[config.mk]
export PLATFORM = sky130hd
export DESIGN_NAME = bin2bcd_seq_flat
export DESIGN_NICKNAME = d
export VERILOG_FILES = /design/src/rtl/bcd_pkg.sv /design/src/rtl/bin2bcd_seq_if.sv /design/src/rtl/bcd_dabble_digit.sv /design/src/rtl/bin2bcd_seq.sv /design/src/flat_wrapper.sv
export SDC_FILE = /design/constraint.sdc
export NUM_CORES = 1
export LEC_CHECK = 0
export BUFFER_PORTS_ARGS = -buffer_cell sky130_fd_sc_hd__buf_4
export CAP_MARGIN = 20
export CORE_AREA = 2 2 77 57
export CTS_BUF_LIST = sky130_fd_sc_hd__clkbuf_8 sky130_fd_sc_hd__clkbuf_16
export CTS_CLUSTER_SIZE = 12
export DETAILED_ROUTE_END_ITERATION = 10
export DIE_AREA = 0 0 79 59
export GPL_ROUTABILITY_DRIVEN = 1
export PLACE_DENSITY = 0.84
export SLEW_MARGIN = 25
export SYNTH_ARGS = -nofsm -noshare
export SYNTH_HDL_FRONTEND = slang
export SYNTH_SLANG_ARGS = --single-unit
[constraint.sdc]
create_clock -name clk -period 1.39 [get_ports clk]
set_input_delay 0.278 -clock clk [delete_from_list [all_inputs] [get_ports clk]]
set_output_delay 0.278 -clock clk [all_outputs]
set_load 0.01 [all_outputs]
[src/rtl/bcd_pkg.sv]
// Shared types and constants for the binary-to-BCD converter.
// Latency: n/a (declarations only).
// Backpressure: n/a.
package bcd_pkg;

  // Converter control states
  typedef enum logic [1:0] {
    IDLE  = 2'd0,
    SHIFT = 2'd1,
    DONE  = 2'd2
  } state_t;

  // Width of one packed BCD digit
  localparam int BCD_DIGIT_W = 4;

  // Double-dabble correction: digits at or above the threshold get the
  // adjustment added before the shift so that the doubled value carries
  // into the next digit instead of landing on an illegal code 10..15.
  localparam logic [BCD_DIGIT_W-1:0] DABBLE_THRESH = 4'd5;
  localparam logic [BCD_DIGIT_W-1:0] DABBLE_ADJ    = 4'd3;

endpackage : bcd_pkg

[src/rtl/bin2bcd_seq_if.sv]
// Valid/ready request and result bundle for the binary-to-BCD converter.
// Latency: n/a (wiring only).
// Backpressure: producer holds in_* until in_ready; converter holds result until out_ready.
interface bin2bcd_seq_if #(
  parameter int BIN_W  = 14,
  parameter int DIGITS = 4
);

  logic                  in_valid;
  logic                  in_ready;
  logic [BIN_W-1:0]      in_bin;
  logic                  out_valid;
  logic                  out_ready;
  logic [4*DIGITS-1:0]   bcd;
  logic                  ovf;

  // Converter side
  modport slave (
    input  in_valid,
    input  in_bin,
    input  out_ready,
    output in_ready,
    output out_valid,
    output bcd,
    output ovf
  );

  // Operand source / result sink side
  modport master (
    output in_valid,
    output in_bin,
    output out_ready,
    input  in_ready,
    input  out_valid,
    input  bcd,
    input  ovf
  );

endinterface : bin2bcd_seq_if

[src/rtl/bcd_dabble_digit.sv]
// One BCD digit of the shift-and-add-3 correction: add 3 when the digit is 5 or more.
// Latency: purely combinational.
// Backpressure: none.
module bcd_dabble_digit
  import bcd_pkg::*;
(
  input  logic [BCD_DIGIT_W-1:0] din,
  output logic [BCD_DIGIT_W-1:0] dout
);

  // Correct the digit ahead of the left shift; legal inputs are 0..9 so
  // the 4-bit sum never wraps.
  always_comb begin
    dout = din;
    if (din >= DABBLE_THRESH) begin
      dout = din + DABBLE_ADJ;
    end
  end

endmodule : bcd_dabble_digit

[src/rtl/bin2bcd_seq.sv]
// Sequential binary-to-BCD converter (double dabble), one input bit per clock.
// Latency: accept at edge N -> out_valid after edge N+BIN_W; issue interval BIN_W+2.
// Backpressure: result held in DONE until out_ready; no new accept until back in IDLE.
module bin2bcd_seq
  import bcd_pkg::*;
#(
  parameter int BIN_W  = 14,
  parameter int DIGITS = 4
) (
  input  logic          clk,
  input  logic          rst_n,
  bin2bcd_seq_if.slave  io
);

  localparam int BCD_W = BCD_DIGIT_W * DIGITS;
  localparam int CNT_W = $clog2(BIN_W + 1);
  localparam int SH_W  = BCD_W + BIN_W;

  state_t             state_q, state_d;
  logic [BIN_W-1:0]   bin_q,   bin_d;
  logic [BCD_W-1:0]   bcd_q,   bcd_d;
  logic [CNT_W-1:0]   cnt_q,   cnt_d;
  logic               ovf_q,   ovf_d;

  // Digit-corrected BCD register and the combined shifted value
  logic [BCD_W-1:0]   bcd_adj;
  logic [SH_W-1:0]    shift_vec;

  // All digits are corrected in parallel from the registered BCD value.
  for (genvar g = 0; g < DIGITS; g++) begin : g_digit
    bcd_dabble_digit u_digit (
      .din  (bcd_q  [g*BCD_DIGIT_W +: BCD_DIGIT_W]),
      .dout (bcd_adj[g*BCD_DIGIT_W +: BCD_DIGIT_W])
    );
  end

  // The BCD and binary registers act as one long left shifter. Whatever
  // leaves the top digit would have formed digits beyond DIGITS, so any
  // such bit means the operand was at least 10^DIGITS.
  assign shift_vec = {bcd_adj, bin_q} << 1;

  // Next-state, datapath and counter control
  always_comb begin
    state_d = state_q;
    bin_d   = bin_q;
    bcd_d   = bcd_q;
    cnt_d   = cnt_q;
    ovf_d   = ovf_q;

    unique case (state_q)
      IDLE: begin
        if (io.in_valid) begin
          bin_d   = io.in_bin;
          bcd_d   = '0;
          ovf_d   = 1'b0;
          cnt_d   = CNT_W'(BIN_W);
          state_d = SHIFT;
        end
      end

      SHIFT: begin
        bcd_d = shift_vec[SH_W-1:BIN_W];
        bin_d = shift_vec[BIN_W-1:0];
        ovf_d = ovf_q | bcd_adj[BCD_W-1];
        cnt_d = cnt_q - CNT_W'(1);
        // Always runs the full BIN_W shifts, even for a zero operand,
        // so latency is data-independent.
        if (cnt_q == CNT_W'(1)) begin
          state_d = DONE;
        end
      end

      DONE: begin
        if (io.out_ready) begin
          state_d = IDLE;
        end
      end

      default: begin
        state_d = IDLE;
      end
    endcase
  end

  // State and datapath registers; reset discards any conversion in flight
  always_ff @(posedge clk or negedge rst_n) begin
    if (!rst_n) begin
      state_q <= IDLE;
      bin_q   <= '0;
      bcd_q   <= '0;
      cnt_q   <= '0;
      ovf_q   <= 1'b0;
    end else begin
      state_q <= state_d;
      bin_q   <= bin_d;
      bcd_q   <= bcd_d;
      cnt_q   <= cnt_d;
      ovf_q   <= ovf_d;
    end
  end

  // Handshake flags decode straight from state; result comes from the
  // registers, which are frozen while in DONE.
  assign io.in_ready  = (state_q == IDLE);
  assign io.out_valid = (state_q == DONE);
  assign io.bcd       = bcd_q;
  assign io.ovf       = ovf_q;

endmodule : bin2bcd_seq

[src/flat_wrapper.sv]
// flat-port wrapper written by rule: the top's interface ports become plain ports
module bin2bcd_seq_flat import bcd_pkg::*;
#(
  parameter int BIN_W  = 14,
  parameter int DIGITS = 4
)
  (clk, rst_n, io_in_valid, io_in_bin, io_out_ready, io_in_ready, io_out_valid, io_bcd, io_ovf);
  bin2bcd_seq_if #(.BIN_W(BIN_W), .DIGITS(DIGITS)) io_i ();
  input  logic clk;
  input  logic rst_n;
  input wire logic [$bits(io_i.in_valid)-1:0] io_in_valid;
  input wire logic [$bits(io_i.in_bin)-1:0] io_in_bin;
  input wire logic [$bits(io_i.out_ready)-1:0] io_out_ready;
  output wire logic [$bits(io_i.in_ready)-1:0] io_in_ready;
  output wire logic [$bits(io_i.out_valid)-1:0] io_out_valid;
  output wire logic [$bits(io_i.bcd)-1:0] io_bcd;
  output wire logic [$bits(io_i.ovf)-1:0] io_ovf;
  assign io_i.in_valid = io_in_valid;
  assign io_i.in_bin = io_in_bin;
  assign io_i.out_ready = io_out_ready;
  assign io_in_ready = io_i.in_ready;
  assign io_out_valid = io_i.out_valid;
  assign io_bcd = io_i.bcd;
  assign io_ovf = io_i.ovf;
  bin2bcd_seq #(.BIN_W(BIN_W), .DIGITS(DIGITS)) u_core (.clk(clk), .rst_n(rst_n), .io(io_i));
endmodule
; ---- Word-level counts from Yosys, hierarchy flattened
; Cells that the tools add are included.
[classes]
addsub = 5
n_reduce_logical = 4
order_cmp = 4
eq_ne = 6
bitwise = 1
mux = 16
[ops]
columns = cell, n
row1 = one-hot mux 16 bit (2 select lines), 1
row2 = one-hot mux 14 bit (2 select lines), 1
row3 = two-way mux 4 bit, 5
row4 = "adder 4 x 2 -> 4 bit, second input constant", 4
row5 = "greater-or-equal comparator 4 x 3 -> 1 bit, second input constant", 4
row6 = two-way mux 16 bit, 1
row7 = two-way mux 14 bit, 1
row8 = one-hot mux 4 bit (2 select lines), 1
row9 = two-way mux 2 bit, 3
row10 = one-hot mux 2 bit (3 select lines), 1
row11 = "equality test 4 x 1 -> 1 bit, second input constant", 1
row12 = "inequality test 2 bit, second input constant", 2
row13 = "subtractor 4 x 1 -> 4 bit, second input constant", 1
row14 = AND reduction 3 bit, 1
row15 = "equality test 2 x 1 -> 1 bit, second input constant", 1
row16 = "equality test 2 bit, second input constant", 1
row17 = zero test 2 bit, 1
row18 = "inequality test 2 x 1 -> 1 bit, second input constant", 1
row19 = one-hot mux 1 bit (2 select lines), 1
row20 = AND reduction 2 bit, 1
row21 = nonzero test 2 bit, 1
row22 = two-way mux 1 bit, 1
row23 = OR 1 bit, 1
[word_totals]
output_inout_bits = 19
register_bits = 37
elab_cells = 41

; ---- Logic depth before layout (Yosys ltp)
; Gate-level depths: netlist (run 1).
[depth]
word_depth = 4
ltp_mapped = 5

; ---- Hierarchy
; Synthesis (run 1) repeated with hierarchy kept, for this count alone.
[unflattened]
cells_unflattened = 213
area_unflattened_um2 = 2043.2
[by_module_without_submodules]
columns = mod, seq_area_each_um2, cells_per_inst, instances, area_each_um2
row1 = bin2bcd_seq, 925.9, 149, 1, 1637.8
row2 = bcd_dabble_digit, 0.0, 16, 4, 101.3

; ---- Least setup slack after synthesis (run 1)
; OpenSTA, ideal clock, no wires.
[synth_path]
path_type = register to register
start = register u_core.bcd_q[12], in the netlist u_core.io.bcd[12]
end = register u_core.bcd_q[14], in the netlist u_core.io.bcd[14]
t_arrival_ns = 1.251
t_required_ns = 1.286
setup_time_ns = 0.104
n_path_buf = 0
path_slack_ns = 0.035
synth_period_minus_slack_ns = 1.355
stages_incl_launch_ff = 6
path_cell_list = dfrtp_1 > inv_1 > ha_1 > nor2b_1 > o21a_1 > o311ai_1
[synth_between]
elab_chain_cells = 3
[synth_lines]
columns = item, line
row1 = start: declaration, bin2bcd_seq.sv:21  ; logic [BCD_W-1:0] bcd_q, bcd_d;
row2 = start signal: assignment, bin2bcd_seq.sv:90  ; bcd_q <= '0;
row3 = start signal: assignment, bin2bcd_seq.sv:96  ; bcd_q <= bcd_d;
row4 = adder 4 x 2 -> 4 bit / greater-or-equal comparator 4 x 3 -> 1 bit (equally long branches), "bcd_dabble_digit.sv:16, bcd_dabble_digit.sv:15"
row5 = two-way mux 4 bit (*), bcd_dabble_digit.sv:15  ; if (din >= DABBLE_THRESH) begin
row6 = one-hot mux 16 bit (2 select lines) (*), bin2bcd_seq.sv:50  ; unique case (state_q)
; Mark *: on every way between the ends. The rest lies on a longest branch, timed or not.
; A chain may end at the register's enable or synchronous reset.

; ---- Worst setup path in the final report (run 1)
[layout_path]
start = register u_core.state_q[0]
end = register u_core.bin_q[2]
[layout_between]
elab_chain_cells = 3
[layout_lines]
columns = item, line
row1 = start: declaration, bin2bcd_seq.sv:19  ; state_t state_q, state_d;
row2 = start signal: assignment, bin2bcd_seq.sv:94  ; state_q <= state_d;
row3 = equality test 2 x 1 -> 1 bit / zero test 2 bit (equally long branches), bin2bcd_seq.sv:50
row4 = nonzero test 2 bit (no line) / inequality test 2 bit (equally long branches), -
row5 = AND reduction 2 bit (no line), -
row6 = end signal: assignment, bin2bcd_seq.sv:95  ; bin_q <= bin_d;
row7 = end: declaration, bin2bcd_seq.sv:20  ; logic [BIN_W-1:0] bin_q, bin_d;
; Parallel ways exist; a longest one is shown, timed or not.

==> results of run 1 <==
==> layer usage <==
metal / vias to the layer above / part of all wire (%)
met3: 25 / 5.8
li1: 904 / -
met1: 1012 / 42
met4: 0 / 3.2
met5: - / 0
met2: 95 / 49
==> path summary, 6_finish.rpt <==
kind                                      to  depth (start not counted)  slack, ps              start
max in group asynchronous  u_core.state_q[1]                          2        570              rst_n
hold / removal             u_core.state_q[1]                          2        210       io_out_ready
min in group asynchronous   u_core.io.bcd[6]                          2        460              rst_n
setup reg to reg             u_core.bin_q[2]                          5       -130  u_core.state_q[0]
hold reg to reg              u_core.bin_q[0]                          2        540    u_core.bin_q[0]
setup / recovery             u_core.bin_q[2]                          5       -130  u_core.state_q[0]
==> through the flow <==
| step | cells | hold slack (ps) | instance area, sq um |
|---|---|---|---|
| floorplan | 213 | -17.6 | 2070 |
| global placement | 313 | 268 | 2510 |
| detailed placement | 313 | 265 | 2510 |
| CTS | 325 | 204 | 2670 |
| global route | 330 | 220 | 2850 |
| finish | 330 | 213 | 2850 |
==> critical path, cell delays in order, from the launching register on <==
cell	delay, ps
sky130_fd_sc_hd__dfrtp_1	390
sky130_fd_sc_hd__buf_4	160
sky130_fd_sc_hd__nor2b_2	160
sky130_fd_sc_hd__buf_4	180
sky130_fd_sc_hd__a22oi_1	250
sky130_fd_sc_hd__o21ai_0	210
==> flip-flops by register name (all words and copies together) (netlist names) <==
register and flops:
u_core.io.bcd 16, u_core.bin_q 14, u_core.cnt_q 4, u_core.state_q 2, u_core.io.ovf 1
==> repair_timing <==
action,in CTS,in global routing
hold endpoints to repair,37,0
endpoints found under the setup margin,5,17
setup buffers,3,5
gates resized for setup,6,35
pin swaps,0,8
hold buffers,1,0
==> power breakdown <==
group	total, mW	internal (mW)	switching [mW]
combinational	3.45	1.71	1.74
sequential	1.91	1.50	0.407
clock	0.860	0.449	0.411
total	6.22	3.66	2.56
==> synthesized netlist by cell type (all sizes together) (3+ instances only) <==
master,count,area share [%]
a32o,4,1.9
nand2,11,2.0
a22oi,14,5.1
a21oi,16,3.9
nor2b,17,5.1
inv,19,3.4
o21a,4,1.5
o2111ai,8,3.4
nor2,4,0.73
xnor2,4,1.7
ha,10,6.0
o32ai,3,1.3
buf,11,3.3
dfrtp,37,45
o221ai,4,1.7
nand2b,4,1.2
o311ai,4,1.7
o21ai,23,5.6
and2b,3,1.2
o31ai,5,1.8
==> area by class of cell <==
type	instances	area (sq um)
timing repair buffer	69	536
clock inverter	1	5.00
tap	52	65.1
clock buffer	7	96.3
sequential	37	927
multi-input combinational	145	1150
fill	246	1000
inverter	19	71.3
==> cells by family after synthesis <==
kind of cell / after synthesis
compound gates: 88
simple gates: 42
flops: 37
buf+inv: 31
fa+ha+maj: 10
xor+xnor: 4
mux: 1
==> impl_metrics.csv, run 1 <==
group,metric,value,unit
layout,finish.net_count,305,
synthesis,synth.distinct_cells,32,
timing,fin_setup_tns,-200,ps
floorplanning,fp.dieW,79,microns
global_route,global_route.usage.total,24.1,%
synthesis,synth_area_per_cell,9.71,sq um
place,worst_setup_slack_post_dpl,-10.3,ps
layout,antenna_cells,0,
timing,slew_viol_final,0,
floorplanning,design.die.area,4660,sq um
global_route,grt_pass1_wl,8680,microns
layout,post_route_cells_drive_above_1_share,38.5,%
power,power.density_cell_area,2180,nW/um^2
global_route,grtUsageMet3,4.73,%
detailed_routing,drt-wirelength-per-cell,18.8,microns
floorplanning,placement_rows,19,
worst_setup_path,critical_path_rt,1530,ps
power,fin_total_pwr,6.22,mW
timing,finalWorstSetupSlack,-127,ps
floorplanning,core_area,3850,sq um
synthesis,ys_ff_latch,37,
timing,hold_viol,0,
detailed_routing,routed-via-count,2036,
global_route,antenna_found_initial,0,
run,drv.max_cap_violation_count,0,
layout,area_growth,37.8,%
timing,timing.clock.skew,9.62,ps
synthesis,synth-adder-area-share,6.05,%
floorplanning,floorplan.die.height,59,microns
global_route,grt_util_met1,32.8,%
layout,most-common-layout-cells,"64 x sky130_fd_sc_hd__buf_4, 36 x sky130_fd_sc_hd__dfrtp_1, 20 x sky130_fd_sc_hd__o21ai_0, 16 x sky130_fd_sc_hd__a21oi_1, 14 x sky130_fd_sc_hd__a22oi_1",
synthesis,yosysSeqAreaShare,44.8,%
worst_setup_path,worstSetupPathType,"reg2reg",
floorplanning,floorplan.initialDensity,53.7,%
global_route,global_route.peak_usage_layer,"met2",
floorplanning,ios,37,
timing,timing.final.crit_period,1520,ps
place,hpwl,3540,microns
synthesis,synth-xor-area-share,1.69,%
place,port_buffers,36,
global_route,grt_max_degree,38,
timing,maxClockFrequency,0.659,GHz
detailed_routing,drtPass1Iterations,5,
worst_setup_path,critPathMaxFanout,13,
worst_setup_path,worstPathArrival,1660,ps
min_path,worstHoldPathType,"in2reg",
power,ir_drop_worst_vdd,0.00119,V
clocking,cts_sinks,37,
detailed_routing,routed_wl,6200,microns
synthesis,synth_flop_cell,"sky130_fd_sc_hd__dfrtp_1",
detailed_routing,avgViaCountPerCell,6.17,
clocking,clkTransAtPathRegs,70,ps
status,status,"complete, but fails checks",
timing,tightestPinTransition,467,ps
synthesis,synth_simple_gate_area_share,11.1,%
synthesis,syn_inst,213,
synthesis,async_flop_share,100,%
clocking,cts_buffer_depth,2,
synthesis,yosysWarnings,0,
status,violations_in_the_final_reports,"setup timing",
synthesis,synth_edf_count,0,
clocking,cts-root-buf,"sky130_fd_sc_hd__clkbuf_8",
global_route,grt-ovfl-total,0,
timing,setup-violations-final,4,
synthesis,share_of_synthesized_area_spent_on_multiplexers,0.484,%
worst_setup_path,end_kind,"register",
timing,maxSlewHeadroom,68.8,%
synthesis,synth_net_count,241,
timing,finalCritPeriodShare,109,%
place,routabilityCongestion,0.872,
synthesis,area_fraction_in_compound_gates_after_synthesis,28.9,%
worst_setup_path,start_kind,"register",
clocking,ctsHtreeMaxLevel,2,
timing,setup_repair_after_global_routing_missed_its_margin,"true",
synthesis,syn-cell-area,2070,sq um
global_route,grt_met2_use,38.7,%
detailed_routing,route.detailed.drc,0,
global_route,via_count_of_the_first_global_routing_pass,1840,
layout,final_core_utilization,74.0,%
clocking,numCtsBuffers,5,
detailed_routing,ant_nets,0,
synthesis,synth_top_family_by_area,"compound AO/OA/AOI/OAI gates",
detailed_routing,drt_first_iter_violations,235,
clocking,clk-insertion-delay-late,300,ps
layout,layout.cells.most_common,"sky130_fd_sc_hd__buf_4",
power,static-leakage-power,1.31,nW
clocking,cts_tree,"done",
Power figures use the tool's default switching activity.
==> run 2: changes to the inputs <==
--- a/config.mk
+++ b/config.mk
@@ -7,13 +7,14 @@
 export LEC_CHECK = 0
 export BUFFER_PORTS_ARGS = -buffer_cell sky130_fd_sc_hd__buf_4
 export CAP_MARGIN = 20
-export CORE_AREA = 2 2 77 57
+export CORE_AREA = 2 2 74 55
 export CTS_BUF_LIST = sky130_fd_sc_hd__clkbuf_8 sky130_fd_sc_hd__clkbuf_16
 export CTS_CLUSTER_SIZE = 12
 export DETAILED_ROUTE_END_ITERATION = 10
-export DIE_AREA = 0 0 79 59
+export DIE_AREA = 0 0 76 57
 export GPL_ROUTABILITY_DRIVEN = 1
-export PLACE_DENSITY = 0.84
+export PLACE_DENSITY = 0.9
+export SKIP_LAST_GASP = 1
 export SLEW_MARGIN = 25
 export SYNTH_ARGS = -nofsm -noshare
 export SYNTH_HDL_FRONTEND = slang
==> constraint.sdc (replaced) <==
create_clock -name clk -period 1.82 [get_ports clk]
set_input_delay 0.364 -clock clk [delete_from_list [all_inputs] [get_ports clk]]
set_output_delay 0.364 -clock clk [all_outputs]
set_load 0.01 [all_outputs]
==> impl_metrics.csv, run 2 (synthesis gave the netlist of run 1 again) <==
group,metric,value,unit
status,status,"finished, final reports clean",
timing,maxClockFrequency,0.595,GHz
place,hpwl,3160,microns
global_route,grt-ovfl-total,0,
timing,tightestPinTransition,556,ps
global_route,grt_max_degree,38,
worst_setup_path,critPathBufInv,3,
clocking,cts_sinks,37,
global_route,grt_pass1_wl,7780,microns
global_route,via_count_of_the_first_global_routing_pass,1614,
detailed_routing,route.detailed.drc,0,
timing,timing.clock.skew,4.78,ps
clocking,cts-root-buf,"sky130_fd_sc_hd__clkbuf_8",
timing,timing.final.crit_period,1680,ps
place,placed_area,2380,sq um
floorplanning,design.die.area,4330,sq um
place,worst_setup_slack_post_dpl,355,ps
floorplanning,floorplan.die.height,57,microns
place,place.detailed.instances,295,
layout,post_route_cells_drive_above_1_share,20.7,%
power,static-leakage-power,1.14,nW
clocking,cts_buffer_depth,2,
layout,final_core_utilization,67.7,%
floorplanning,fp.dieW,76,microns
worst_setup_path,path_cells,"buf_4 > nand2b_1 > inv_1 > buf_4",
place,port_buffers,36,
worst_setup_path,cp_slowest_cell,"sky130_fd_sc_hd__dfrtp_1",
layout,most-common-layout-cells,"42 x sky130_fd_sc_hd__buf_4, 37 x sky130_fd_sc_hd__dfrtp_1, 21 x sky130_fd_sc_hd__o21ai_0, 20 x sky130_fd_sc_hd__inv_1",
timing,slew_viol_final,0,
timing,maxSlewHeadroom,62.9,%
clocking,ctsHtreeMaxLevel,2,
worst_setup_path,critical_path_rt,1460,ps
global_route,antenna_found_initial,0,
worst_setup_path,critical_path.startpoint,"u_core.state_q[0]",
worst_setup_path,worstSetupPathType,"reg2out",
run,drv.max_cap_violation_count,0,
timing,fin_setup_tns,0,ps
worst_setup_path,worstPathArrival,1320,ps
layout,layout.cells.most_common,"sky130_fd_sc_hd__buf_4",
worst_setup_path,critPathMaxFanout,11,
layout,area_growth,20.6,%
timing,setup_repair_after_global_routing_missed_its_margin,"false",
power,power.density_cell_area,1630,nW/um^2
floorplanning,core_area,3680,sq um
detailed_routing,drt_first_iter_violations,192,
detailed_routing,routed_wl,4700,microns
detailed_routing,drtPass1Iterations,5,
timing,finalWorstSetupSlack,138,ps
floorplanning,floorplan.initialDensity,56.1,%
worst_setup_path,regToRegStartpoint,"u_core.io.bcd[8]",
clocking,clkTransAtPathRegs,70,ps
worst_setup_path,cpPeakStageDelay,490,ps
layout,fillers,288,
layout,final_design_area_no_fill,2490,sq um
clocking,cts_tree,"done",
power,ir_drop_worst_vdd,0.000845,V
timing,setup-violations-final,0,
clocking,cts_resized,0,
floorplanning,ios,37,
min_path,worstHoldPathType,"in2async",
layout,finish.net_count,278,
detailed_routing,drt-wirelength-per-cell,15.5,microns
clocking,post_cts_buffers,0,
worst_setup_path,end_kind,"primary output",
layout,final_non_filler_cell_total,303,
clocking,numCtsBuffers,5,
clocking,clk-insertion-delay-late,290,ps
timing,finalCritPeriodShare,92.4,%
worst_setup_path,critPathTopFamily,"flip-flops",
detailed_routing,routed-via-count,1769,
global_route,global_route.usage.total,22.8,%
floorplanning,placement_rows,19,
worst_setup_path,worst_path_most_repeated_cell,"sky130_fd_sc_hd__buf_4",
layout,largest_register_ffs,16,
layout,antenna_cells,0,
clocking,cts-hold-fix-buffers,0,
timing,hold_viol,0,
place,routabilityCongestion,0.833,
worst_setup_path,start_kind,"register",
detailed_routing,avgViaCountPerCell,5.84,
detailed_routing,ant_nets,0,
-- run 2: cell types whose count changed in the layout (fill, tap and decap cells not counted), moves of 4 or more --
cell / previous run / this run
sky130_fd_sc_hd__inv_2: 6 / 0
sky130_fd_sc_hd__inv_1: 13 / 20
sky130_fd_sc_hd__ha_1: 4 / 10
sky130_fd_sc_hd__nor2b_4: 4 / 0
sky130_fd_sc_hd__buf_4: 64 / 42
sky130_fd_sc_hd__nor2b_1: 12 / 16
sky130_fd_sc_hd__buf_6: 4 / 0
-- run 2: worst register-to-register path, delay by kind of cell (launching register included) --
kind                     cells  cell delay, ps
buffers and inverters        1             100
AND/OR/NAND/NOR              1             160
AO/OA/AOI/OAI                2             500
adder cells (fa/ha/maj)      1             230
flip-flops                   1             410
-- run 2: power breakdown --
| part | internal, mW | switching (mW) | total [mW] |
|---|---|---|---|
| sequential | 1.15 | 0.322 | 1.47 |
| combinational | 0.884 | 0.993 | 1.88 |
| clock | 0.441 | 0.292 | 0.733 |
-- run 2: worst paths after layout --
path,end,slack (ps),depth (start not counted)
min in group clk,u_core.state_q[1],280,2
max in group asynchronous,u_core.bin_q[6],1480,1
max reg2reg,u_core.io.bcd[10],310,5
min,u_core.io.bcd[8],20,1
min reg2reg,u_core.io.bcd[7],530,1
max,io_out_valid,140,4
-- run 2: per-stage QoR --
step | hold slack, ps | power, mW
after floorplan | 68.4 | 2.70
after global routing | 51.3 | 4.37
after CTS | 30.8 | 4.08
after detailed placement | 350 | 3.31
after global placement | 352 | 3.24
final | 21.3 | 4.08
-- run 2: cell type report --
class                           instances  area [sq um]  area share [%]
Clock buffer                            6          82.6            3.31
Clock inverter                          2          33.8            1.35
Inverter                               19          71.3            2.86
Multi-Input combinational cell        145          1000            40.1
Sequential cell                        37           926            37.1
Tap cell                               52          65.1            2.61
Timing Repair Buffer                   42           315            12.6
-- run 2: per-layer routing --
metal / vias to the layer above / GRT usage (%) / wire [microns]
met5: - / 0 / 0
met4: 0 / 8.05 / 79
met3: 8 / 6.01 / 242
met2: 63 / 35.6 / 2160
met1: 850 / 31.5 / 2220
li1: 848 / - / -
==> run 3: changes to the inputs <==
--- a/config.mk
+++ b/config.mk
@@ -8,7 +8,7 @@
 export BUFFER_PORTS_ARGS = -buffer_cell sky130_fd_sc_hd__buf_4
 export CAP_MARGIN = 20
 export CORE_AREA = 2 2 74 55
-export CTS_BUF_LIST = sky130_fd_sc_hd__clkbuf_8 sky130_fd_sc_hd__clkbuf_16
+export CTS_BUF_LIST = sky130_fd_sc_hd__clkbuf_16
 export CTS_CLUSTER_SIZE = 12
 export DETAILED_ROUTE_END_ITERATION = 10
 export DIE_AREA = 0 0 76 57
==> impl_metrics.csv, run 3 (synthesis gave the netlist of run 1 again) <==
group,metric,value,unit
timing,fin_setup_tns,0,ps
floorplanning,design.die.area,4330,sq um
layout,final_core_utilization,69.0,%
worst_setup_path,cpPeakStageDelay,500,ps
layout,layout.cells.most_common,"sky130_fd_sc_hd__buf_4",
layout,final_design_area_no_fill,2540,sq um
floorplanning,floorplan.die.height,57,microns
detailed_routing,met3_wirelength,233,microns
layout,largest_register_ffs,16,
detailed_routing,avgViaCountPerCell,5.82,
power,ir_drop_worst_vdd,0.00101,V
place,placed_area,2380,sq um
global_route,via_count_of_the_first_global_routing_pass,1651,
timing,tightestPinTransition,558,ps
worst_setup_path,worstSetupPathType,"reg2out",
clocking,cts_sinks,37,
worst_setup_path,worstPathArrival,1330,ps
detailed_routing,routed-via-count,1763,
clocking,cts_buffer_depth,2,
timing,setup-violations-final,0,
detailed_routing,routedLengthMet1,2260,microns
worst_setup_path,setup_slack_reg_to_reg,340,ps
worst_setup_path,cp_slowest_cell,"sky130_fd_sc_hd__dfrtp_1",
detailed_routing,route.detailed.drc,0,
worst_setup_path,worst_path_most_repeated_cell,"sky130_fd_sc_hd__buf_4",
clocking,post_cts_buffers,0,
place,routabilityCongestion,0.833,
timing,finalCritPeriodShare,93.2,%
floorplanning,placement_rows,19,
layout,finish.net_count,278,
worst_setup_path,end_kind,"primary output",
run,drv.max_cap_violation_count,0,
worst_setup_path,critPathTopFamily,"flip-flops",
worst_setup_path,start_kind,"register",
worst_setup_path,critPathMaxFanout,11,
floorplanning,core_area,3680,sq um
clocking,ctsHtreeMaxLevel,2,
clocking,clkTransAtPathRegs,50,ps
place,port_buffers,36,
detailed_routing,highest_layer,"met4",
worst_setup_path,critPathBufInv,3,
detailed_routing,total_met2_wirelength_after_detailed_routing,2330,microns
detailed_routing,routed_wl,4940,microns
timing,maxSlewHeadroom,62.8,%
floorplanning,floorplan.initialDensity,56.1,%
detailed_routing,drt-wirelength-per-cell,16.3,microns
worst_setup_path,critical_path_rt,1460,ps
timing,final.hold.worst_slack,22.9,ps
clocking,cts_tree,"done",
worst_setup_path,path_cells,"buf_4 > nand2b_1 > inv_1 > buf_4",
layout,area_growth,22.9,%
global_route,antenna_found_initial,0,
layout,most-common-layout-cells,"42 x sky130_fd_sc_hd__buf_4, 37 x sky130_fd_sc_hd__dfrtp_1, 21 x sky130_fd_sc_hd__o21ai_0, 20 x sky130_fd_sc_hd__inv_1",
clocking,cts-root-buf,"sky130_fd_sc_hd__clkbuf_16",
power,static-leakage-power,1.16,nW
power,power.density_cell_area,1700,nW/um^2
global_route,global_route.usage.total,23.7,%
clocking,clk-insertion-delay-late,290,ps
clocking,cts-hold-fix-buffers,0,
global_route,grt-ovfl-total,0,
global_route,grt_max_degree,38,
layout,post_route_cells_drive_above_1_share,20.3,%
min_path,worstHoldPathType,"in2async",
layout,antenna_cells,0,
layout,fillers,264,
timing,timing.clock.skew,3.34,ps
floorplanning,fp.dieW,76,microns
detailed_routing,ant_nets,0,
detailed_routing,drt_first_iter_violations,171,
timing,maxClockFrequency,0.590,GHz
global_route,grt_pass1_wl,7980,microns
timing,slew_viol_final,0,
floorplanning,ios,37,
clocking,cts_resized,0,
detailed_routing,drtPass1Iterations,4,
clocking,numCtsBuffers,5,
status,status,"finished, final reports clean",
timing,timing.final.crit_period,1700,ps
place,hpwl,3160,microns
timing,setup_repair_after_global_routing_missed_its_margin,"false",
timing,hold_viol,0,
run 3: changes by cell type in the layout (fill, tap and decap cells not counted), sizes merged:
cell | before | now
clkinv | 0 | 1
clkbuf | 6 | 5
run 3: path summary, 6_finish.rpt:
| kind | startpoint | to | cells after the start |
|---|---|---|---|
| max | u_core.state_q[0] | io_out_valid | 4 |
| max reg2reg | u_core.io.bcd[4] | u_core.io.bcd[6] | 5 |
| min reg2reg | u_core.io.bcd[7] | u_core.io.bcd[7] | 1 |
| max in group asynchronous | rst_n | u_core.state_q[1] | 1 |
| min in group clk | io_out_ready | u_core.state_q[1] | 2 |
| min | rst_n | u_core.io.bcd[8] | 1 |
run 3: stage by stage:
step / cells / total power [mW] / setup WS (ps)
4_1_cts: 303 / 4.31 / 140
2_1_floorplan: 213 / 2.70 / 465
3_3_place_gp: 295 / 3.24 / 416
3_5_place_dp: 295 / 3.31 / 355
5_1_grt: 303 / 4.61 / 63.5
6_report: 303 / 4.33 / 124
run 3: routing by layer:
metal  vias to the layer above  GRT usage [%]
li1                        853              -
met1                       838           32.0
met2                        59           37.5
met3                        13           4.59
met4                         0           12.5
met5                         -              0
run 3: layout make-up:
class	count	area, sq um	area share, %
Timing Repair Buffer	42	315	12.4
Multi-Input combinational cell	145	1000	39.4
Clock buffer	5	125	4.92
Inverter	19	71.3	2.81
Tap cell	52	65.1	2.56
Sequential cell	37	926	36.4
Clock inverter	3	37.5	1.48
run 3: report_power, final:
part | switching, mW | leakage (nW) | internal [mW]
clock network | 0.331 | 0.0826 | 0.636
registers | 0.334 | 0.470 | 1.15
logic | 0.993 | 0.605 | 0.884
